--- src/rtl/arith_pkg.sv ---
// rtl/arith_pkg.sv - shared FSM encodings and helpers for the bit-serial arithmetic blocks
package arith_pkg;

  localparam logic IDLE  = 1'b0;
  localparam logic SHIFT = 1'b1;

  // Bits needed to count 0 .. value-1; never less than one bit.
  function automatic int clog2(input int value);
    int r;
    int v;
    r = 0;
    v = value - 1;
    while (v > 0) begin
      r = r + 1;
      v = v >> 1;
    end
    if (r == 0) begin
      r = 1;
    end
    return r;
  endfunction

endpackage

--- src/rtl/full_subtractor.sv ---
// rtl/full_subtractor.sv - one-bit gate-level full subtractor cell
module full_subtractor (
  input  logic A,
  input  logic B,
  input  logic Bin,
  output logic Diff,
  output logic Bout
);

  logic a_xor_b;

  assign a_xor_b = A ^ B;
  assign Diff    = a_xor_b ^ Bin;
  assign Bout    = (~A & B) | (~a_xor_b & Bin);

endmodule

--- src/rtl/serial_subtractor.sv ---
// rtl/serial_subtractor.sv - bit-serial a - b - bin, LSB first, one bit per clock
module serial_subtractor
  import arith_pkg::*;
#(
  parameter int WIDTH = 8
) (
  input  logic             clk,
  input  logic             rst_n,
  input  logic             start,
  input  logic [WIDTH-1:0] a,
  input  logic [WIDTH-1:0] b,
  input  logic             bin,
  output logic             busy,
  output logic             done,
  output logic [WIDTH-1:0] diff,
  output logic             bout,
  output logic             overflow
);

  localparam int            CW   = clog2(WIDTH);
  localparam logic [CW-1:0] LAST = CW'(WIDTH - 1);

  logic             state_q, state_d;
  logic [WIDTH-1:0] a_sr_q, a_sr_d;
  logic [WIDTH-1:0] b_sr_q, b_sr_d;
  logic [WIDTH-1:0] res_q, res_d;
  logic [CW-1:0]    cnt_q, cnt_d;
  logic             brw_q, brw_d;
  logic             busy_q, busy_d;
  logic             done_q, done_d;
  logic [WIDTH-1:0] diff_q, diff_d;
  logic             bout_q, bout_d;
  logic             ovf_q, ovf_d;

  logic             cell_diff;
  logic             cell_bout;

  full_subtractor u_cell (
    .A    (a_sr_q[0]),
    .B    (b_sr_q[0]),
    .Bin  (brw_q),
    .Diff (cell_diff),
    .Bout (cell_bout)
  );

  always_comb begin
    state_d = state_q;
    a_sr_d  = a_sr_q;
    b_sr_d  = b_sr_q;
    res_d   = res_q;
    cnt_d   = cnt_q;
    brw_d   = brw_q;
    busy_d  = busy_q;
    done_d  = 1'b0;
    diff_d  = diff_q;
    bout_d  = bout_q;
    ovf_d   = ovf_q;

    if (state_q == IDLE) begin
      if (start) begin
        a_sr_d  = a;
        b_sr_d  = b;
        brw_d   = bin;
        res_d   = '0;
        cnt_d   = '0;
        busy_d  = 1'b1;
        state_d = SHIFT;
      end
    end else begin
      res_d  = {cell_diff, res_q[WIDTH-1:1]};
      a_sr_d = a_sr_q >> 1;
      b_sr_d = b_sr_q >> 1;
      brw_d  = cell_bout;
      cnt_d  = cnt_q + CW'(1);
      if (cnt_q == LAST) begin
        // brw_q here is the borrow into the sign-bit cell
        diff_d  = {cell_diff, res_q[WIDTH-1:1]};
        bout_d  = cell_bout;
        ovf_d   = brw_q ^ cell_bout;
        done_d  = 1'b1;
        busy_d  = 1'b0;
        cnt_d   = '0;
        state_d = IDLE;
      end
    end
  end

  always_ff @(posedge clk or negedge rst_n) begin
    if (!rst_n) begin
      state_q <= IDLE;
      a_sr_q  <= '0;
      b_sr_q  <= '0;
      res_q   <= '0;
      cnt_q   <= '0;
      brw_q   <= 1'b0;
      busy_q  <= 1'b0;
      done_q  <= 1'b0;
      diff_q  <= '0;
      bout_q  <= 1'b0;
      ovf_q   <= 1'b0;
    end else begin
      state_q <= state_d;
      a_sr_q  <= a_sr_d;
      b_sr_q  <= b_sr_d;
      res_q   <= res_d;
      cnt_q   <= cnt_d;
      brw_q   <= brw_d;
      busy_q  <= busy_d;
      done_q  <= done_d;
      diff_q  <= diff_d;
      bout_q  <= bout_d;
      ovf_q   <= ovf_d;
    end
  end

  assign busy     = busy_q;
  assign done     = done_q;
  assign diff     = diff_q;
  assign bout     = bout_q;
  assign overflow = ovf_q;

endmodule

--- config.mk ---
export PLATFORM = sky130hd
export DESIGN_NAME = serial_subtractor
export DESIGN_NICKNAME = d
export VERILOG_FILES = /design/src/rtl/arith_pkg.sv /design/src/rtl/full_subtractor.sv /design/src/rtl/serial_subtractor.sv
export SDC_FILE = /design/constraint.sdc
export NUM_CORES = 1
export LEC_CHECK = 0
export ABC_AREA = 1
export BUFFER_PORTS_ARGS = -buffer_cell sky130_fd_sc_hd__buf_4
export CORE_MARGIN = 4
export CORE_UTILIZATION = 30
export DETAILED_ROUTE_END_ITERATION = 6
export GPL_TIMING_DRIVEN = 0
export HOLD_SLACK_MARGIN = 0.12
export PLACE_DENSITY = 0.55
export SYNTH_ARGS = -nofsm -noshare
export SYNTH_HDL_FRONTEND = slang
export SYNTH_SLANG_ARGS = --single-unit
--- constraint.sdc ---
create_clock -name clk -period 1.3 [get_ports clk]
set_input_delay 0.065 -clock clk [delete_from_list [all_inputs] [get_ports clk]]
set_output_delay 0.065 -clock clk [all_outputs]
set_load 0.02 [all_outputs]
==> flow_summary_export.csv <==
group,metric,value,unit
yosys,synth_top_family_by_area,"simple AND/OR/NAND/NOR gates",
floorplanning,io_pins,32,
yosys,synth_xor_area_frac,0,
drt,post-route-drc-count,0,
drt,highest_layer,"met4",
placed_design,gp_congestion,0.7419,
cts,cts_buffer_depth,2,
yosys,synth_cell_types,15,
worst_hold_path,min_to,"busy",
drt,viasPerCell,4.407,
global_route,grt.overflow.total,0,
yosys,synthSimpleGateAreaFrac,0.2569,
timing,fin_crit,1.255,ns
yosys,ys_warn_count,0,
worst_hold_path,hold_path.startpoint,"start",
floorplanning,rows,27,
yosys,synth-compound-area-share,0.06563,
drt,wl_met1,1763,um
critical_path,crit_chain,"ha_1 -> ha_2 -> nand2_4 -> buf_6 -> nand2_1 -> o21ai_2",
critical_path,reg2reg_depth,6,
timing,finalMaxSlewViolations,0,
global_route,antenna_found_initial,0,
critical_path,cpMaxStageDelayCell,"dfrtp_1",
critical_path,crit_path_max_fanout,6,
yosys,synthAdderAreaFrac,0.03246,
timing,setup_viol,0,
critical_path,reg2reg_to,"diff[5]",
timing,period_share,0.9653,
cts,cts-root-buf,"clkbuf_8",
drt,drt_iter0_drc,33,
placed_design,dp_cells,288,
worst_hold_path,hp-class,"in2reg",
finish,stdcell_count,317,
finish,final_nets,269,
finish,final_cell_mix,"nand2_1, dfrtp_1, nand3_1, buf_4, dlygate4sd3_1",
finish,drive_gt1_frac,0.2694,
yosys,seq_area_frac_synth,0.5646,
cts,htreeDepth,2,
global_route,grt_pass1_vias,1475,
drt,wl_met3,237,um
finish,diodes,0,
yosys,synthMuxAreaShare,0,
cts,cts.sinks,40,
drt,route.antenna.remaining_nets,0,
yosys,avgSynthCellArea,9.532,um^2
critical_path,critPathRequiredTime,1.52,ns
critical_path,critical_path.max_stage_delay,0.39,ns
timing,timing.fmax,0.7968,GHz
timing,slew_headroom,0.6667,
timing,setup_tns,0,ns
finish,utilization,0.4291,
pwr,ir_worst_vdd,769.4,uV
yosys,syn_area,0.001773,mm^2
floorplanning,core_region_area,0.005608,mm^2
cts,cts_tree,"built",
cts,clk_latency,0.29,ns
drt,wl_per_cell,12.07,um
cts,cts_buffers,5,
timing,skew,0.006616,ns
drt,dr_wl_met2,1813,um
yosys,ys_ff_latch,40,
pwr,p_leak,1.205,nW
job,maxCapViolCount,0,
pwr,power_density,2153,mW/mm^2
drt,routed-via-count,1397,
floorplanning,dieHeight,84.88,um
placed_design,hpwl,2588,um
floorplanning,initial_core_util,0.3162,
status,status,"completed",
worst_hold_path,worstHoldPathCells,3,
finish,layout_commonest_cell,"nand2_1",
critical_path,reg2reg_slack,0.05,ns
critical_path,critPathLaunchType,"flip-flop",
critical_path,arrival,1.47,ns
placed_design,io_buffers,30,
yosys,syn_nets,210,
drt,routed_wl,3827,um
floorplanning,die_w,84.88,um
global_route,grt_max_degree,41,
timing,whs,0.1754,ns
critical_path,critPathKind,"reg2reg",
global_route,grt_usage,0.1177,
yosys,syn_inst,186,
drt,drt_pass1_iterations,5,
cts,path_clk_slew,0.07,ns
critical_path,crit_path_end_kind,"flip-flop",
finish,synthToLayoutAreaGrowth,35.71,%
timing,tightest_slew,0.5000,ns
critical_path,reg2reg_from,"cnt_q[0]",
timing,hold_viol,0,
floorplanning,design.die.area,0.007204,mm^2
timing,rsz0062_at_grt,"true",
global_route,grt_pass1_wl,6782,um
[worst max-delay path, delay by kind of cell, from the launching register on]
family,cells,cell delay [ns]
DFF,1,0.39
and+or+nand+nor,2,0.18
buffers and inverters,1,0.13
adders and majority gates,2,0.42
AOI/OAI and AO/OA,1,0.05
[through the flow]
step	instance area [um^2]	total power [mW]	setup WS, ns
floorplan	1773	3.612	0.07553
global placement	2088	4.256	-0.04169
detailed placement	2088	4.310	-0.04807
CTS	2372	5.191	0.007574
global route	2406	5.644	-0.002950
finish	2406	5.181	0.04505
[where the power goes]
part,leakage [nW],switching (mW),internal (mW)
Combinational,0.653,1.29,1.05
Clock,0.0410,0.398,0.365
Sequential,0.512,0.306,1.77
[flip-flops by register name (all words and copies together), names as in the netlist]
register  count
busy          1
bout          1
res_q         7
brw_q         1
diff          8
done          1
cnt_q         3
state_q       1
a_sr_q        8
overflow      1
b_sr_q        8
[layout make-up]
cell class / instances / area [um^2]
buffer: 9 / 101.3
sequential: 40 / 1001
clock buffer: 6 / 72.57
multi-input combinational: 125 / 634.4
tap: 72 / 90.09
clock inverter: 1 / 5.005
inverter: 12 / 45.04
fill: 581 / 3202
timing repair buffer: 52 / 456.7
[worst max path at each step]
stage | start | endpoint | slack, ns | cells past startpoint
after floorplan | cnt_q[0] | diff[0] | 0.08 | 6
after global placement | cnt_q[0] | overflow | -0.04 | 6
after detailed placement | cnt_q[0] | overflow | -0.05 | 6
after CTS | b_sr_q[0] | overflow | 0.008 | 6
after global routing | b_sr_q[0] | overflow | -0.003 | 6
final | cnt_q[0] | diff[5] | 0.05 | 6
[repair_timing]
item,4_1_cts,5_1_grt
pin swaps,0,1
resized for setup,1,5
cloned,0,1
hold buffers,18,0
hold endpoints to repair,57,0
setup buffers,3,0
endpoints found under the setup margin,10,10
[metal layers]
layer | GRT usage | vias up
li1 | - | 711
met1 | 0.1583 | 642
met2 | 0.1893 | 40
met3 | 0.02816 | 4
met4 | 0.03453 | 0
met5 | 0 | -
[cell families after synthesis]
logic type               after synthesis
AO/OA/AOI/OAI                         15
buffers and inverters                 21
adder cells (fa/ha/maj)                4
AND/OR/NAND/NOR                      106
flip-flops                            40
[synth_stat cells]
cell / instances / share of area
nand3_1: 34 / 0.096
inv_1: 11 / 0.023
buf_2: 2 / 0.0056
dfrtp_1: 40 / 0.56
fa_1: 1 / 0.011
buf_6: 6 / 0.038
nor2_1: 2 / 0.0042
nor2_4: 1 / 0.0064
buf_12: 1 / 0.011
nand2_4: 1 / 0.0064
o21ai_2: 11 / 0.054
ha_1: 3 / 0.021
nand2_1: 68 / 0.14
o21ai_0: 4 / 0.011
inv_2: 1 / 0.0021
Power figures use the tool's default switching activity.
